### src/rtl/snn_pkg.sv
// Shared packet definitions for the spiking-network datapath: packet types,
// field positions and the address map of the adder stage.
package snn_pkg;

    typedef enum logic [1:0] {
        PKT_MP    = 2'b10,
        PKT_SPIKE = 2'b11
    } pkt_type_e;

    localparam logic [12:0] DONE_TOKEN = 13'h000F;

    localparam int SRC_HI  = 63;
    localparam int SRC_LO  = 60;
    localparam int DST_HI  = 59;
    localparam int DST_LO  = 56;
    localparam int TYPE_HI = 55;
    localparam int TYPE_LO = 54;
    localparam int PAY_HI  = 12;
    localparam int PAY_LO  = 0;

    localparam int SPK_ROW_HI = 5;
    localparam int SPK_ROW_LO = 3;
    localparam int SPK_ADD_HI = 2;
    localparam int SPK_ADD_LO = 0;

    localparam logic [3:0] ADDER_BASE_ADDR = 4'h6;

endpackage

### src/rtl/mp_spike_writeback_mp_regfile.sv
// Membrane-potential storage: flop array with one write port and one registered
// read port; a read of the entry written on the same edge returns the new value.
module mp_regfile
    import snn_pkg::*;
#(
    parameter int DEPTH    = 25,
    parameter int MP_WIDTH = 13,
    parameter int IDX_W    = $clog2(DEPTH)
) (
    input  logic                clk,
    input  logic                rst_n,
    input  logic                wrEn,
    input  logic [IDX_W-1:0]    wrIdx,
    input  logic [MP_WIDTH-1:0] wrData,
    input  logic                rdEn,
    input  logic [IDX_W-1:0]    rdIdx,
    output logic [MP_WIDTH-1:0] rdData_p1,
    output logic                vld_p1
);

    logic [MP_WIDTH-1:0] mem [DEPTH];
    logic                rdInRange;

    assign rdInRange = int'(rdIdx) < DEPTH;

    always_ff @(posedge clk or negedge rst_n) begin
        if (!rst_n) begin
            for (int i = 0; i < DEPTH; i++) begin
                mem[i] <= '0;
            end
            rdData_p1 <= '0;
            vld_p1    <= 1'b0;
        end else begin
            if (wrEn) begin
                mem[wrIdx] <= wrData;
            end
            vld_p1 <= rdEn;
            // p0 -> p1: read is registered; same-edge write to the same entry wins
            if (rdEn) begin
                if (wrEn && (wrIdx == rdIdx)) begin
                    rdData_p1 <= wrData;
                end else if (rdInRange) begin
                    rdData_p1 <= mem[rdIdx];
                end else begin
                    rdData_p1 <= '0;
                end
            end
        end
    end

endmodule

### src/rtl/mp_spike_writeback.sv
// Write-back sink for adder packets: stores potentials, builds the per-timestep
// spike bitmap and detects the end of a timestep from done tokens.
module mp_spike_writeback
    import snn_pkg::*;
#(
    parameter int         WIDTH           = 64,
    parameter int         MP_WIDTH        = 13,
    parameter int         NUM_ADDERS      = 5,
    parameter int         ROWS            = 5,
    parameter logic [3:0] ADDER_BASE_ADDR = snn_pkg::ADDER_BASE_ADDR,
    parameter int         IDX_W           = $clog2(NUM_ADDERS * ROWS)
) (
    input  logic                       clk,
    input  logic                       rst_n,
    input  logic                       in_valid,
    output logic                       in_ready,
    input  logic [WIDTH-1:0]           in_data,
    input  logic                       mp_rd_en,
    input  logic [IDX_W-1:0]           mp_rd_idx,
    output logic [MP_WIDTH-1:0]        mp_rd_data,
    output logic                       mp_rd_valid,
    output logic [NUM_ADDERS*ROWS-1:0] spike_map,
    output logic [IDX_W:0]             spike_count,
    output logic                       ts_done,
    input  logic                       ts_ack,
    output logic                       err_flag
);

    localparam int DEPTH  = NUM_ADDERS * ROWS;
    localparam int ROW_W  = $clog2(ROWS);
    localparam int ADD_W  = $clog2(NUM_ADDERS);
    localparam int DONE_W = $clog2(ROWS + 1);

    typedef enum logic {
        RUN  = 1'b0,
        DONE = 1'b1
    } wbState_e;

    wbState_e          state;
    logic [ROW_W-1:0]  rowCnt [NUM_ADDERS];
    logic [DONE_W-1:0] doneCnt;

    logic [3:0]        srcField;
    logic [1:0]        typeField;
    logic [12:0]       payload;
    logic [3:0]        adderFull;
    logic [ADD_W-1:0]  adderIdx;
    logic              adderOk;
    logic [2:0]        spkRow;
    logic [2:0]        spkAdd;
    logic              spikeOk;
    logic [IDX_W-1:0]  spkIdx;
    logic [IDX_W-1:0]  wrIdx;
    logic              accept;
    logic              mpWrEn;
    logic              unusedBits;

    assign srcField  = in_data[SRC_HI:SRC_LO];
    assign typeField = in_data[TYPE_HI:TYPE_LO];
    assign payload   = in_data[PAY_HI:PAY_LO];
    assign unusedBits = ^{in_data[DST_HI:DST_LO], in_data[TYPE_LO-1:PAY_HI+1]};

    // Source addresses below the base wrap to large values and fail the range test
    assign adderFull = srcField - ADDER_BASE_ADDR;
    assign adderOk   = int'(adderFull) < NUM_ADDERS;
    assign adderIdx  = adderFull[ADD_W-1:0];
    assign wrIdx     = IDX_W'(int'(rowCnt[adderIdx]) * NUM_ADDERS + int'(adderIdx));

    assign spkRow  = payload[SPK_ROW_HI:SPK_ROW_LO];
    assign spkAdd  = payload[SPK_ADD_HI:SPK_ADD_LO];
    assign spikeOk = (int'(spkRow) < ROWS) && (int'(spkAdd) < NUM_ADDERS);
    assign spkIdx  = IDX_W'(int'(spkRow) * NUM_ADDERS + int'(spkAdd));

    assign accept = in_valid & in_ready;
    assign mpWrEn = accept && (typeField == PKT_MP) && adderOk;

    always_ff @(posedge clk or negedge rst_n) begin
        if (!rst_n) begin
            state       <= RUN;
            in_ready    <= 1'b1;
            ts_done     <= 1'b0;
            err_flag    <= 1'b0;
            spike_map   <= '0;
            spike_count <= '0;
            doneCnt     <= '0;
            for (int i = 0; i < NUM_ADDERS; i++) begin
                rowCnt[i] <= '0;
            end
        end else begin
            case (state)
                RUN: begin
                    if (accept) begin
                        case (typeField)
                            PKT_MP: begin
                                if (!adderOk) begin
                                    err_flag <= 1'b1;
                                end else if (int'(rowCnt[adderIdx]) == ROWS - 1) begin
                                    rowCnt[adderIdx] <= '0;
                                end else begin
                                    rowCnt[adderIdx] <= rowCnt[adderIdx] + ROW_W'(1);
                                end
                            end
                            PKT_SPIKE: begin
                                if (payload == DONE_TOKEN) begin
                                    doneCnt <= doneCnt + DONE_W'(1);
                                    if (int'(doneCnt) == ROWS - 1) begin
                                        state    <= DONE;
                                        in_ready <= 1'b0;
                                        ts_done  <= 1'b1;
                                    end
                                end else if (!spikeOk) begin
                                    err_flag <= 1'b1;
                                end else if (!spike_map[spkIdx]) begin
                                    spike_map[spkIdx] <= 1'b1;
                                    spike_count       <= spike_count + (IDX_W + 1)'(1);
                                end
                            end
                            default: err_flag <= 1'b1;
                        endcase
                    end
                end
                DONE: begin
                    // Potentials are kept; only the per-timestep bookkeeping restarts
                    if (ts_ack) begin
                        state       <= RUN;
                        in_ready    <= 1'b1;
                        ts_done     <= 1'b0;
                        spike_map   <= '0;
                        spike_count <= '0;
                        doneCnt     <= '0;
                        for (int i = 0; i < NUM_ADDERS; i++) begin
                            rowCnt[i] <= '0;
                        end
                    end
                end
                default: state <= RUN;
            endcase
        end
    end

    mp_regfile #(
        .DEPTH    (DEPTH),
        .MP_WIDTH (MP_WIDTH),
        .IDX_W    (IDX_W)
    ) uRegfile (
        .clk       (clk),
        .rst_n     (rst_n),
        .wrEn      (mpWrEn),
        .wrIdx     (wrIdx),
        .wrData    (payload[MP_WIDTH-1:0]),
        .rdEn      (mp_rd_en),
        .rdIdx     (mp_rd_idx),
        .rdData_p1 (mp_rd_data),
        .vld_p1    (mp_rd_valid)
    );

endmodule

### config.mk
export PLATFORM = sky130hd
export DESIGN_NAME = mp_spike_writeback
export DESIGN_NICKNAME = d
export VERILOG_FILES = /design/src/rtl/snn_pkg.sv /design/src/rtl/mp_spike_writeback_mp_regfile.sv /design/src/rtl/mp_spike_writeback.sv
export SDC_FILE = /design/constraint.sdc
export NUM_CORES = 1
export LEC_CHECK = 0
export BUFFER_PORTS_ARGS = -buffer_cell sky130_fd_sc_hd__buf_2
export CORE_MARGIN = 5
export CORE_UTILIZATION = 50
export CTS_BUF_LIST = sky130_fd_sc_hd__clkbuf_4 sky130_fd_sc_hd__clkbuf_8 sky130_fd_sc_hd__clkbuf_16
export DETAILED_ROUTE_END_ITERATION = 6
export PLACE_DENSITY_LB_ADDON = 0.1
export SYNTH_ARGS = -nofsm -noshare
export SYNTH_HDL_FRONTEND = slang
export SYNTH_SLANG_ARGS = --single-unit
### constraint.sdc
create_clock -name clk -period 3.5 [get_ports clk]
set_clock_uncertainty 0.1 [all_clocks]
set_input_delay 0.175 -clock clk [delete_from_list [all_inputs] [get_ports clk]]
set_output_delay 0.175 -clock clk [all_outputs]
set_load 0.02 [all_outputs]
==> impl_metrics.prom, run 1 <==
# TYPE chip_impl_metric gauge
chip_impl_metric{name="total_switching_power",unit="mW"} 2.62
chip_impl_metric{name="path_max_fanout",unit=""} 6
chip_impl_info{name="setup.worst_path.class",value="reg2reg"} 1
chip_impl_metric{name="ys_seq_elements",unit=""} 392
chip_impl_metric{name="die_h",unit="um"} 205
chip_impl_metric{name="nets",unit=""} 1568
chip_impl_metric{name="drt_pre_antenna_iters",unit=""} 6
chip_impl_metric{name="yosys.area_share.adder",unit="%"} 1.79
chip_impl_metric{name="critPathRequiredTime",unit="ns"} 3.85
chip_impl_info{name="holdCritPathClass",value="in2reg"} 1
chip_impl_metric{name="final_count_of_pins_violating_max_slew",unit=""} 0
chip_impl_metric{name="power.share.clock",unit="%"} 45.1
chip_impl_info{name="worstSetupEndpointType",value="flip-flop"} 1
chip_impl_metric{name="synth_simple_gate_area_share",unit="%"} 4.77
chip_impl_metric{name="antenna_cells",unit=""} 0
chip_impl_metric{name="internal_power",unit="mW"} 8.14
chip_impl_metric{name="htree_num_levels",unit=""} 2
chip_impl_info{name="r2r_start",value="rowCnt[9]"} 1
chip_impl_metric{name="gr-usage-all-layers",unit="%"} 23.0
chip_impl_metric{name="power_share_of_the_sequential_group",unit="%"} 44.2
chip_impl_info{name="outcome",value="complete, but fails checks"} 1
chip_impl_metric{name="coreArea",unit="sq mm"} 0.0376
chip_impl_metric{name="grt_max_degree",unit=""} 86
chip_impl_metric{name="clock_sink_count",unit=""} 392
chip_impl_metric{name="final_design_area_no_fill",unit="sq mm"} 0.0232
chip_impl_metric{name="antenna_found_initial",unit=""} 0
chip_impl_metric{name="die_x",unit="um"} 205
chip_impl_metric{name="final_critical_path_setup_slack",unit="ns"} -0.134
chip_impl_metric{name="grt.met1_usage",unit="%"} 32.7
chip_impl_info{name="tritoncts",value="done"} 1
chip_impl_metric{name="synth_warnings",unit=""} 0
chip_impl_metric{name="instances_no_fill",unit=""} 2014
chip_impl_metric{name="max-vdd-ir-drop",unit="mV"} 0.391
chip_impl_metric{name="complex_gate_fraction_of_the_synthesized_area",unit="%"} 5.37
chip_impl_metric{name="global_route_wire_length_before_repair",unit="mm"} 74.4
chip_impl_info{name="synth.area.top_cells",value="sky130_fd_sc_hd__dfrtp_1 52%, sky130_fd_sc_hd__mux2_2 19%, sky130_fd_sc_hd__mux4_2 8.2%"} 1
chip_impl_metric{name="clkSlewWorstSetupHoldPaths",unit="ns"} 0.06
chip_impl_info{name="main_combinational_cell_family_by_area_after_synthesis",value="multiplexers"} 1
chip_impl_metric{name="finalSetupViolCount",unit=""} 149
chip_impl_metric{name="fin_worst_hold_slack",unit="ns"} 0.0443
chip_impl_metric{name="ioPinCount",unit=""} 122
chip_impl_info{name="yosys.area.top_type",value="sky130_fd_sc_hd__dfrtp_1"} 1
chip_impl_metric{name="areaGrowthSynthToFinish",unit="%"} 22.2
chip_impl_metric{name="max-clock-path-buffers",unit=""} 3
chip_impl_metric{name="routed_wirelength",unit="mm"} 47.8
chip_impl_metric{name="initial_utilization",unit="%"} 50.5
chip_impl_metric{name="first_global_vias",unit=""} 12400
chip_impl_info{name="startpoint_type",value="flip-flop"} 1
chip_impl_metric{name="place.gp.congestion",unit=""} 0.850
chip_impl_metric{name="maxClockFrequency",unit="MHz"} 275
chip_impl_metric{name="power.share.switching",unit="%"} 24.4
chip_impl_metric{name="drc_violations_left",unit=""} 0
chip_impl_metric{name="report.final.hold_viol_count",unit=""} 0
chip_impl_metric{name="gr-usage-met2",unit="%"} 37.0
chip_impl_info{name="worst_setup_path_startpoint",value="rowCnt[9]"} 1
chip_impl_metric{name="netlist-cell-type-count",unit=""} 64
chip_impl_metric{name="fillers",unit=""} 2869
chip_impl_metric{name="synthesis.area_per_instance",unit="sq um"} 14.1
chip_impl_metric{name="row_count",unit=""} 71
chip_impl_metric{name="post-place-cells",unit=""} 1908
chip_impl_metric{name="drt_iter0_drc",unit=""} 708
chip_impl_metric{name="synth_top_cell_area_share",unit="%"} 51.6
chip_impl_info{name="global_route.peak_usage_layer",value="met2"} 1
chip_impl_metric{name="avgViaCountPerCell",unit=""} 5.85
chip_impl_metric{name="xor_xnor_cell_area_share_of_the_yosys_netlist",unit="%"} 0.864
chip_impl_metric{name="total_power",unit="mW"} 10.8
chip_impl_metric{name="tightestPinTransition",unit="ns"} 0.826
chip_impl_metric{name="die-area",unit="sq mm"} 0.0419
chip_impl_metric{name="p_comb_share",unit="%"} 10.6
chip_impl_metric{name="drive_gt1_share",unit="%"} 47.4
chip_impl_metric{name="layout_worst_path_cycle_share",unit="%"} 104
chip_impl_metric{name="num_vias",unit=""} 11800
chip_impl_metric{name="clkLatencyLatePin",unit="ns"} 0.57
chip_impl_metric{name="grt-ovfl-total",unit=""} 0
chip_impl_metric{name="postPlaceCellArea",unit="sq mm"} 0.0209
chip_impl_metric{name="p_per_cell_area",unit="mW/mm^2"} 465
chip_impl_metric{name="timing.max_cap.violations",unit=""} 0
chip_impl_metric{name="cp_data_arrival_time",unit="ns"} 3.99
chip_impl_metric{name="period_needed",unit="ns"} 3.63
chip_impl_metric{name="numCtsBuffers",unit=""} 43
chip_impl_info{name="prevailing_post_synth_register_cell",value="sky130_fd_sc_hd__dfrtp_1"} 1
chip_impl_metric{name="ant_nets",unit=""} 0
chip_impl_metric{name="static-leakage-power",unit="nW"} 11.1
chip_impl_info{name="violations",value="setup timing"} 1
chip_impl_metric{name="netlist_instances",unit=""} 1346
chip_impl_info{name="root_buffer",value="sky130_fd_sc_hd__clkbuf_16"} 1
chip_impl_info{name="hp-start",value="in_data[54]"} 1
chip_impl_metric{name="syn_nets",unit=""} 1446
chip_impl_metric{name="synth_async_sr_flop_share",unit="%"} 100
chip_impl_metric{name="setup_total_negative_slack",unit="ns"} -5.53
chip_impl_metric{name="detailed_place_hpwl",unit="mm"} 30.1
chip_impl_metric{name="synthMuxAreaShare",unit="%"} 32.4
chip_impl_metric{name="route.detailed.wl_per_inst",unit="um"} 23.7
chip_impl_info{name="rsz0062_at_grt",value="yes"} 1
chip_impl_metric{name="portBuffers",unit=""} 76
chip_impl_metric{name="synth_enable_flop_cells",unit=""} 0
chip_impl_metric{name="syn-cell-area",unit="sq mm"} 0.0190
chip_impl_metric{name="slew_headroom",unit="%"} 44.1
chip_impl_metric{name="globalRouteMet3Util",unit="%"} 3.40
chip_impl_metric{name="synth-seq-area-share",unit="%"} 51.7
==> Yosys cell counts (all sizes together), types with 3 or more instances <==
master  number
a21oi       18
a221oi       6
a22o        16
a22oi        6
a32o        24
and2         9
and3         4
buf         58
clkbuf      51
dfrtp      391
ha          24
inv         25
mux2       338
mux2i       74
mux4        69
nand2       34
nand2b       9
nand3       28
nand3b       3
nand4        6
nor2        19
nor2b        9
nor3        18
nor3b        5
nor4         3
o211ai       6
o21ai       26
o22ai       19
or2          3
or3          3
xnor2       10
xor2         7
==> path summary, 6_finish.rpt <==
kind | endpoint | slack [ns] | depth (start not counted)
worst min register to register | ts_done | 0.37 | 2
min in group asynchronous | err_flag | 0.10 | 2
max in group asynchronous | uRegfile.mem[151] | 2.29 | 3
worst min-delay path | doneCnt[0] | 0.04 | 4
worst max-delay path | uRegfile.mem[283] | -0.13 | 14
worst max register to register | uRegfile.mem[283] | -0.13 | 14
==> flip-flops by register name, indices dropped and copies added, names as in the netlist <==
signal / count
uRegfile.vld_p1: 1
uRegfile.mem: 325
uRegfile.rdData_p1: 13
err_flag: 1
in_ready: 1
doneCnt: 3
rowCnt: 15
spike_map: 25
spike_count: 6
state: 1
ts_done: 1
==> layer usage <==
layer  wire length, um  part of all wire, %
met1             22000                   46
met2             22500                   47
met3              1870                  3.9
met4              1360                  2.8
met5                 0                    0
==> through the flow <==
step | util [%] | setup slack (ns)
after CTS | 60.9 | -0.0710
after global routing | 61.7 | -0.243
final | 61.7 | -0.134
after detailed placement | 55.6 | -0.275
after global placement | 55.6 | -0.224
after floorplan | - | -0.127
==> cells by family (layout without fill, tap and decap cells) <==
| kind of cell | Yosys count | in the layout |
|---|---|---|
| buffers and inverters | 134 | 291 |
| multiplexers | 481 | 481 |
| XOR/XNOR | 17 | 17 |
| adder cells (fa/ha/maj) | 26 | 26 |
| AND/OR/NAND/NOR | 159 | 159 |
| AO/OA/AOI/OAI | 137 | 137 |
| flip-flops | 392 | 392 |
==> cells in the final DEF (no fill, tap or decap), types with 9 or more instances in the layout <==
master / netlist / final
sky130_fd_sc_hd__buf_4: 5 / 56
sky130_fd_sc_hd__nand2b_1: 9 / 9
sky130_fd_sc_hd__clkbuf_16: 0 / 47
sky130_fd_sc_hd__clkbuf_4: 0 / 11
sky130_fd_sc_hd__dfrtp_1: 391 / 391
sky130_fd_sc_hd__ha_1: 24 / 15
sky130_fd_sc_hd__nand2_1: 33 / 31
sky130_fd_sc_hd__o22ai_1: 19 / 17
sky130_fd_sc_hd__a21oi_1: 18 / 16
sky130_fd_sc_hd__ha_4: 0 / 9
sky130_fd_sc_hd__nor3_4: 0 / 12
sky130_fd_sc_hd__mux2i_1: 74 / 74
sky130_fd_sc_hd__mux2_2: 312 / 223
sky130_fd_sc_hd__clkinv_2: 0 / 9
sky130_fd_sc_hd__buf_2: 44 / 74
sky130_fd_sc_hd__inv_1: 25 / 21
sky130_fd_sc_hd__a22o_1: 16 / 16
sky130_fd_sc_hd__nor2b_1: 9 / 9
sky130_fd_sc_hd__nand3_1: 27 / 23
sky130_fd_sc_hd__nor2_1: 19 / 17
sky130_fd_sc_hd__mux4_2: 69 / 69
sky130_fd_sc_hd__a32o_1: 24 / 24
sky130_fd_sc_hd__mux2_4: 10 / 100
sky130_fd_sc_hd__buf_6: 1 / 12
sky130_fd_sc_hd__mux2_1: 16 / 15
sky130_fd_sc_hd__buf_12: 0 / 33
sky130_fd_sc_hd__o21ai_0: 25 / 20
==> worst max-delay path, cell delays in order, from the launching register on <==
cell,delay (ns)
sky130_fd_sc_hd__dfrtp_1,0.37
sky130_fd_sc_hd__mux4_2,0.49
sky130_fd_sc_hd__inv_2,0.09
sky130_fd_sc_hd__o22ai_4,0.08
sky130_fd_sc_hd__ha_4,0.25
sky130_fd_sc_hd__ha_4,0.23
sky130_fd_sc_hd__ha_4,0.27
sky130_fd_sc_hd__nand3_4,0.08
sky130_fd_sc_hd__and2_4,0.16
sky130_fd_sc_hd__xnor2_4,0.19
sky130_fd_sc_hd__xnor2_2,0.14
sky130_fd_sc_hd__buf_12,0.16
sky130_fd_sc_hd__nor4_4,0.34
sky130_fd_sc_hd__buf_4,0.23
sky130_fd_sc_hd__mux2_2,0.34
==> final cells by class <==
class	instances	area (sq um)	area share [%]
Clock buffer	64	1320	5.69
Tap cell	511	639	2.76
Clock inverter	16	223	0.961
Inverter	25	97.6	0.421
Timing Repair Buffer	186	1750	7.57
Sequential cell	392	9810	42.3
Multi-Input combinational cell	820	9330	40.2
==> repair_timing <==
item,CTS,global route
gates resized for setup,57,54
gates cloned,2,4
pin swaps,8,14
hold buffers,6,0
endpoints found under the hold margin,92,0
setup buffers,8,8
endpoints found under the setup margin,330,328
==> power by group through the flow <==
| stage | combinational, mW | clock [mW] | sequential [mW] |
|---|---|---|---|
| floorplan | 0.612 | 0 | 4.87 |
| global placement | 1.05 | 0 | 4.84 |
| detailed placement | 1.07 | 0 | 4.84 |
| CTS | 1.12 | 4.99 | 4.76 |
| global route | 1.24 | 5.16 | 4.78 |
| finish | 1.14 | 4.86 | 4.76 |
(Power assumes the default switching activity.)
==> inputs of run 2 (changes only) <==
Settings changed: CORE_ASPECT_RATIO set to 0.75, CTS_BUF_LIST sky130_fd_sc_hd__clkbuf_4 sky130_fd_sc_hd__clkbuf_8 sky130_fd_sc_hd__clkbuf_16 to sky130_fd_sc_hd__clkbuf_4 sky130_fd_sc_hd__clkbuf_8.
==> run 2 against run 1 <==
Effect of this change:
- the run still ends with setup timing left
- worst setup slack better by 0.0091 ns
- power is 5.7% lower
- worst hold slack better by 0.041 ns
- final area is 0.60% higher
- register-to-register slack hardly changed
- sequential share of layout area is 0.25 points lower
- cell count is 1.2% higher
- utilization is 0.93 points higher
- sequential power hardly changed
- count of clock-buffer cells in the layout is 32 higher
- combinational power hardly changed
- first-iteration DRC count is 32% higher
- largest cell class unchanged
==> impl_metrics.prom, run 2 (synthesized netlist as in run 1, its figures left out) <==
# TYPE chip_impl_metric gauge
chip_impl_metric{name="ioPinCount",unit=""} 122
chip_impl_metric{name="place.gp.congestion",unit=""} 0.824
chip_impl_info{name="root_buffer",value="sky130_fd_sc_hd__clkbuf_8"} 1
chip_impl_metric{name="clkSlewWorstSetupHoldPaths",unit="ns"} 0.06
chip_impl_metric{name="postPlaceCellArea",unit="sq mm"} 0.0208
chip_impl_metric{name="gr-usage-all-layers",unit="%"} 23.7
chip_impl_metric{name="path_max_fanout",unit=""} 6
chip_impl_metric{name="setup_total_negative_slack",unit="ns"} -10.79
chip_impl_metric{name="antenna_cells",unit=""} 0
chip_impl_metric{name="period_needed",unit="ns"} 3.62
chip_impl_info{name="worst_setup_path_startpoint",value="rowCnt[9]"} 1
chip_impl_metric{name="layout_worst_path_cycle_share",unit="%"} 104
chip_impl_metric{name="p_per_cell_area",unit="mW/mm^2"} 435
chip_impl_metric{name="drt_pre_antenna_iters",unit=""} 5
chip_impl_metric{name="antenna_found_initial",unit=""} 0
chip_impl_metric{name="avgViaCountPerCell",unit=""} 6.01
chip_impl_metric{name="row_count",unit=""} 61
chip_impl_metric{name="routed_met1_length",unit="mm"} 24.9
chip_impl_metric{name="static-leakage-power",unit="nW"} 11.2
chip_impl_metric{name="final_critical_path_setup_slack",unit="ns"} -0.125
chip_impl_metric{name="timing.max_cap.violations",unit=""} 0
chip_impl_metric{name="global_route_wire_length_before_repair",unit="mm"} 77.2
chip_impl_metric{name="route.detailed.wl_per_inst",unit="um"} 25.1
chip_impl_metric{name="worstRegToRegCells",unit=""} 15
chip_impl_info{name="outcome",value="complete, but fails checks"} 1
chip_impl_metric{name="numCtsBuffers",unit=""} 61
chip_impl_info{name="rr_endpoint",value="uRegfile.mem[58]"} 1
chip_impl_metric{name="final_count_of_pins_violating_max_slew",unit=""} 0
chip_impl_metric{name="total_power",unit="mW"} 10.1
chip_impl_info{name="startpoint_type",value="flip-flop"} 1
chip_impl_metric{name="ant_nets",unit=""} 0
chip_impl_metric{name="critPathRequiredTime",unit="ns"} 3.89
chip_impl_metric{name="die_x",unit="um"} 235
chip_impl_metric{name="areaGrowthSynthToFinish",unit="%"} 22.9
chip_impl_metric{name="initial_utilization",unit="%"} 50.9
chip_impl_info{name="critical-path-slowest-cell",value="sky130_fd_sc_hd__mux4_2"} 1
chip_impl_metric{name="first_global_vias",unit=""} 12700
chip_impl_info{name="rsz0062_at_grt",value="yes"} 1
chip_impl_metric{name="num_vias",unit=""} 12300
chip_impl_metric{name="clock_sink_count",unit=""} 392
chip_impl_metric{name="drt_iter0_drc",unit=""} 933
chip_impl_metric{name="slew_headroom",unit="%"} 35.3
chip_impl_info{name="cp_cell_sequence",value="mux4_2, inv_2, o22ai_4, ha_4, ha_4, ha_4, nand3_4, and2_4, xnor2_4, buf_6, xor2_4, buf_6, nor3_4, clkbuf_16, mux2_4"} 1
chip_impl_metric{name="met3_length",unit="mm"} 2.80
chip_impl_metric{name="nets",unit=""} 1585
chip_impl_info{name="setup.worst_path.end",value="uRegfile.mem[58]"} 1
chip_impl_metric{name="maxClockFrequency",unit="MHz"} 276
chip_impl_metric{name="max_stage_delay",unit="ns"} 0.49
chip_impl_info{name="register_with_the_most_flip_flops",value="uRegfile.mem"} 1
chip_impl_metric{name="drc_violations_left",unit=""} 0
chip_impl_info{name="r2r_start",value="rowCnt[9]"} 1
chip_impl_info{name="crit_path_most_repeated_cell",value="sky130_fd_sc_hd__ha_4"} 1
chip_impl_metric{name="max-vdd-ir-drop",unit="mV"} 0.435
chip_impl_metric{name="largest_reg_flops",unit=""} 325
chip_impl_metric{name="report.final.hold_viol_count",unit=""} 0
chip_impl_metric{name="grt-ovfl-total",unit=""} 0
chip_impl_metric{name="tightestPinTransition",unit="ns"} 0.957
chip_impl_metric{name="met2_wirelength",unit="mm"} 22.8
chip_impl_info{name="holdCritPathClass",value="in2async"} 1
chip_impl_metric{name="final_design_area_no_fill",unit="sq mm"} 0.0233
chip_impl_metric{name="post-place-cells",unit=""} 1891
chip_impl_info{name="setup.worst_path.class",value="reg2reg"} 1
chip_impl_metric{name="die_h",unit="um"} 179
chip_impl_metric{name="final_util",unit="%"} 62.6
chip_impl_info{name="reg.largest.list",value="uRegfile.mem x325, spike_map x25, rowCnt x15"} 1
chip_impl_metric{name="routed_wirelength",unit="mm"} 51.3
chip_impl_info{name="violations",value="setup timing"} 1
chip_impl_metric{name="clkLatencyLatePin",unit="ns"} 0.63
chip_impl_metric{name="max-clock-path-buffers",unit=""} 3
chip_impl_info{name="highest_count_cells_in_the_layout_ignoring_fill_and_taps",value="391 x sky130_fd_sc_hd__dfrtp_1, 177 x sky130_fd_sc_hd__mux2_2, 157 x sky130_fd_sc_hd__mux2_4"} 1
chip_impl_metric{name="cp_data_arrival_time",unit="ns"} 4.01
chip_impl_info{name="final_common_cell",value="sky130_fd_sc_hd__dfrtp_1"} 1
chip_impl_metric{name="grt_max_degree",unit=""} 111
chip_impl_metric{name="portBuffers",unit=""} 76
chip_impl_metric{name="drive_gt1_share",unit="%"} 48.9
chip_impl_metric{name="worst-r2r-setup-slack",unit="ns"} -0.12
chip_impl_info{name="worstSetupEndpointType",value="flip-flop"} 1
chip_impl_metric{name="htree_num_levels",unit=""} 2
chip_impl_metric{name="die-area",unit="sq mm"} 0.0420
chip_impl_metric{name="instances_no_fill",unit=""} 2039
chip_impl_metric{name="coreArea",unit="sq mm"} 0.0372
chip_impl_info{name="top_layer_used",value="met4"} 1
chip_impl_info{name="tritoncts",value="done"} 1
chip_impl_metric{name="finalSetupViolCount",unit=""} 204
chip_impl_metric{name="detailed_place_hpwl",unit="mm"} 30.8
-- run 2: changes by cell type in the layout (fill, tap and decap cells not counted), sizes merged --
cell,before,now
dlygate4sd3,6,8
bufinv,5,3
clkbuf,66,106
inv,25,24
buf,178,167
clkinv,9,13
-- run 2: repair_timing --
action / 4_1_cts / 5_1_grt
endpoints found under the setup margin: 290 / 334
hold buffers: 9 / 0
buffers inserted: 6 / 11
cloned: 2 / 11
endpoints found under the hold margin: 411 / 0
pin swaps: 11 / 14
resized for setup: 84 / 78
-- run 2: report_power, final --
part	switching, mW	internal (mW)	total, mW	leakage [nW]
registers	0.0937	4.67	4.77	5.44
logic	0.679	0.477	1.16	5.04
clock network	1.82	2.40	4.22	0.734
total	2.59	7.55	10.1	11.2
-- run 2: cell type report --
| cell class | count | area, sq um |
|---|---|---|
| clock buffers | 96 | 1200 |
| clock inverters | 17 | 163 |
| fillers | 2878 | 13900 |
| inverters | 25 | 97.6 |
| multi-input cells | 820 | 9510 |
| flip-flops and latches | 392 | 9810 |
| well taps | 504 | 631 |
| repair buffers | 185 | 1890 |
-- run 2: how the worst min path moves through the flow --
stage | startpoint | end
after floorplan | rst_n | doneCnt[0]
after global placement | rst_n | spike_map[11]
after detailed placement | rst_n | spike_map[13]
after CTS | in_data[60] | rowCnt[8]
after global routing | rst_n | spike_map[7]
final | rst_n | spike_map[7]
-- run 2: metal layers --
layer  up-vias  GRT usage, %
li1       5282             -
met2       321          35.8
met4         0          5.50
met3        60          4.13
met5         -             0
met1      6587          36.3
-- run 2: worst max-delay path: cells and delay by family, from the launching register on --
| kind | cells | cell delay (ns) |
|---|---|---|
| fa+ha+maj | 3 | 0.76 |
| mux | 2 | 0.79 |
| compound gates | 1 | 0.08 |
| buf+inv | 4 | 0.62 |
| simple gates | 3 | 0.46 |
| flops | 1 | 0.37 |
| xor+xnor | 2 | 0.31 |
-- run 2: per-stage QoR --
step                setup slack (ns)  hold WS, ns
floorplan                     -0.127       -0.221
global placement              -0.219       0.0300
detailed placement            -0.262       0.0368
CTS                          -0.0997       0.0335
global route                  -0.229       0.0729
finish                        -0.125       0.0857
==> inputs of run 3 (changes only) <==
Settings changed: CELL_PAD_IN_SITES_DETAIL_PLACEMENT set to 0, CELL_PAD_IN_SITES_GLOBAL_PLACEMENT set to 1, CORE_UTILIZATION 50 to 48.
==> run 3 against run 2 <==
Effect of this change:
- the flow still finishes with violations (setup timing)
- clock power is essentially flat
- via count shrank 1.7%
- count of clock-buffer cells in the layout grew 2
- worst setup slack gained 0.074 ns
- fmax grew 2.1%
- critical endpoint is now uRegfile.mem[283]
- largest power group unchanged
==> impl_metrics.prom, run 3 (synthesized netlist as in run 1, its figures left out) <==
# TYPE chip_impl_metric gauge
chip_impl_info{name="outcome",value="complete, but fails checks"} 1
chip_impl_info{name="violations",value="setup timing"} 1
chip_impl_metric{name="critPathRequiredTime",unit="ns"} 3.90
chip_impl_metric{name="timing.max_cap.violations",unit=""} 0
chip_impl_info{name="worstSetupEndpointType",value="flip-flop"} 1
chip_impl_metric{name="fin_worst_hold_slack",unit="ns"} 0.0577
chip_impl_metric{name="postPlaceCellArea",unit="sq mm"} 0.0209
chip_impl_info{name="highest_count_cells_in_the_layout_ignoring_fill_and_taps",value="391 x sky130_fd_sc_hd__dfrtp_1, 197 x sky130_fd_sc_hd__mux2_2, 126 x sky130_fd_sc_hd__mux2_4"} 1
chip_impl_metric{name="path_max_fanout",unit=""} 13
chip_impl_metric{name="gr-usage-met2",unit="%"} 33.1
chip_impl_info{name="crit_path_most_repeated_cell",value="sky130_fd_sc_hd__ha_4"} 1
chip_impl_metric{name="grt_max_degree",unit=""} 96
chip_impl_metric{name="drive_gt1_share",unit="%"} 48.2
chip_impl_metric{name="fillers",unit=""} 3198
chip_impl_metric{name="detailed_place_hpwl",unit="mm"} 31.3
chip_impl_metric{name="total_power",unit="mW"} 10.1
chip_impl_metric{name="power_share_of_the_sequential_group",unit="%"} 47.1
chip_impl_metric{name="maxClockFrequency",unit="MHz"} 282
chip_impl_metric{name="htree_num_levels",unit=""} 3
chip_impl_metric{name="period_needed",unit="ns"} 3.55
chip_impl_metric{name="regArea",unit="sq mm"} 0.00981
chip_impl_metric{name="internal_power",unit="mW"} 7.44
chip_impl_info{name="startpoint_type",value="flip-flop"} 1
chip_impl_metric{name="final_util",unit="%"} 58.4
chip_impl_metric{name="globalRouteMet3Util",unit="%"} 4.50
chip_impl_info{name="reg.largest.list",value="uRegfile.mem x325, spike_map x25, rowCnt x15"} 1
chip_impl_metric{name="total_switching_power",unit="mW"} 2.68
chip_impl_info{name="holdCritPathClass",value="in2async"} 1
chip_impl_metric{name="antenna_found_initial",unit=""} 0
chip_impl_metric{name="ant_nets",unit=""} 0
chip_impl_metric{name="grt-ovfl-total",unit=""} 0
chip_impl_metric{name="layout_worst_path_cycle_share",unit="%"} 101
chip_impl_info{name="register_with_the_most_flip_flops",value="uRegfile.mem"} 1
chip_impl_info{name="critical-path-slowest-cell",value="sky130_fd_sc_hd__mux4_2"} 1
chip_impl_metric{name="setup_total_negative_slack",unit="ns"} -1.98
chip_impl_metric{name="row_count",unit=""} 63
chip_impl_metric{name="power.share.clock",unit="%"} 41.7
chip_impl_metric{name="p_per_cell_area",unit="mW/mm^2"} 441
chip_impl_info{name="setup.worst_path.class",value="reg2reg"} 1
chip_impl_metric{name="p_comb_share",unit="%"} 11.2
chip_impl_metric{name="tightestPinTransition",unit="ns"} 0.861
chip_impl_metric{name="instances_no_fill",unit=""} 2044
chip_impl_metric{name="multiInputGateArea",unit="sq mm"} 0.00939
chip_impl_info{name="root_buffer",value="sky130_fd_sc_hd__clkbuf_8"} 1
chip_impl_metric{name="coreArea",unit="sq mm"} 0.0393
chip_impl_metric{name="post-place-cells",unit=""} 1918
chip_impl_metric{name="avgViaCountPerCell",unit=""} 5.89
chip_impl_metric{name="power.share.switching",unit="%"} 26.5
chip_impl_metric{name="ioPinCount",unit=""} 122
chip_impl_metric{name="numCtsBuffers",unit=""} 66
chip_impl_metric{name="max_stage_delay",unit="ns"} 0.47
chip_impl_metric{name="drt_iter0_drc",unit=""} 762
chip_impl_info{name="final_common_cell",value="sky130_fd_sc_hd__dfrtp_1"} 1
chip_impl_metric{name="die_h",unit="um"} 182
chip_impl_metric{name="clkSlewWorstSetupHoldPaths",unit="ns"} 0.06
chip_impl_metric{name="largest_reg_flops",unit=""} 325
chip_impl_metric{name="max-clock-path-buffers",unit=""} 3
chip_impl_metric{name="routed_wirelength",unit="mm"} 49.4
chip_impl_metric{name="static-leakage-power",unit="nW"} 11.0
chip_impl_metric{name="final_count_of_pins_violating_max_slew",unit=""} 0
chip_impl_metric{name="die_x",unit="um"} 239
chip_impl_metric{name="final_critical_path_setup_slack",unit="ns"} -0.0508
chip_impl_metric{name="first_global_vias",unit=""} 12600
chip_impl_metric{name="slew_headroom",unit="%"} 41.8
chip_impl_metric{name="die-area",unit="sq mm"} 0.0436
chip_impl_metric{name="gr-usage-all-layers",unit="%"} 22.9
chip_impl_metric{name="grt.met1_usage",unit="%"} 35.8
chip_impl_metric{name="place.gp.congestion",unit=""} 0.796
chip_impl_metric{name="final_design_area_no_fill",unit="sq mm"} 0.0229
chip_impl_metric{name="nets",unit=""} 1577
chip_impl_metric{name="num_vias",unit=""} 12000
chip_impl_metric{name="finalSetupViolCount",unit=""} 94
chip_impl_metric{name="clock_sink_count",unit=""} 392
chip_impl_info{name="cp_cell_sequence",value="mux4_2, inv_2, o22ai_4, ha_4, ha_4, ha_4, nand3_4, and2_4, xnor2_4, xnor2_2, buf_12, nor4_4, buf_12, mux2_4"} 1
chip_impl_metric{name="global_route_wire_length_before_repair",unit="mm"} 77.2
chip_impl_metric{name="initial_utilization",unit="%"} 48.3
chip_impl_info{name="tritoncts",value="done"} 1
chip_impl_metric{name="route.detailed.wl_per_inst",unit="um"} 24.1
chip_impl_metric{name="clkLatencyLatePin",unit="ns"} 0.62
chip_impl_info{name="global_route.peak_usage_layer",value="met1"} 1
chip_impl_metric{name="portBuffers",unit=""} 76
chip_impl_metric{name="areaGrowthSynthToFinish",unit="%"} 20.9
chip_impl_metric{name="report.final.hold_viol_count",unit=""} 0
chip_impl_info{name="rsz0062_at_grt",value="yes"} 1
chip_impl_metric{name="cp_data_arrival_time",unit="ns"} 3.95
chip_impl_metric{name="max-vdd-ir-drop",unit="mV"} 0.277
chip_impl_metric{name="drt_pre_antenna_iters",unit=""} 4
chip_impl_metric{name="worst_slack_at_placement",unit="ns"} -0.305
chip_impl_metric{name="drc_violations_left",unit=""} 0
[run 3: cell types whose count changed in the layout (fill, tap and decap cells not counted), sizes merged]
cell | previous run | this run
clkbuf | 106 | 99
buf | 167 | 162
inv | 24 | 29
bufinv | 3 | 0
clkinv | 13 | 10
diode | 0 | 1
dlygate4sd3 | 8 | 9
[run 3: power groups by stage]
stage	Sequential, mW	Combinational [mW]	Clock [mW]
after floorplan	4.87	0.612	0
after global placement	4.84	1.07	0
after global routing	4.78	1.22	4.54
after detailed placement	4.85	1.08	0
final	4.77	1.13	4.22
after CTS	4.77	1.13	4.34
[run 3: metal layers]
layer / wire length, um / vias up
li1: - / 5281
met1: 24700 / 6412
met2: 21400 / 266
met3: 2260 / 78
met4: 974 / 0
met5: 0 / -
[run 3: area by class of cell]
type | count | area share (%)
multi-input combinational | 820 | 41.0
antenna | 1 | 0.0109
clock inverter | 16 | 0.502
sequential | 392 | 42.8
timing repair buffer | 172 | 7.04
tap | 520 | 2.84
inverter | 25 | 0.426
clock buffer | 98 | 5.42
[run 3: repair_timing]
| action | 4_1_cts | 5_1_grt |
|---|---|---|
| hold endpoints to repair | 126 | 0 |
| hold buffers | 9 | 0 |
| setup endpoints to repair | 311 | 307 |
| gates resized for setup | 61 | 60 |
| pin swaps | 3 | 8 |
| gates cloned | 0 | 1 |
| buffers inserted | 0 | 1 |
[run 3: final timing paths]
kind,start,end,slack [ns],cells past startpoint
max,rowCnt[12],uRegfile.mem[283],-0.05,14
min,rst_n,spike_map[5],0.06,2
max reg2reg,rowCnt[12],uRegfile.mem[283],-0.05,14
min reg2reg,uRegfile.mem[84],uRegfile.mem[84],0.39,1
max in group asynchronous,rst_n,uRegfile.mem[247],2.17,3
min in group clk,in_data[2],uRegfile.mem[275],0.09,3
[run 3: worst max-delay path: cells and delay by family (launching register included)]
kind | cells | cell delay (ns)
AOI/OAI and AO/OA | 1 | 0.08
xor gates and xnor gates | 2 | 0.30
adders and majority gates | 3 | 0.76
buffers and inverters | 3 | 0.45
DFF | 1 | 0.38
muxes | 2 | 0.78
and+or+nand+nor | 3 | 0.54
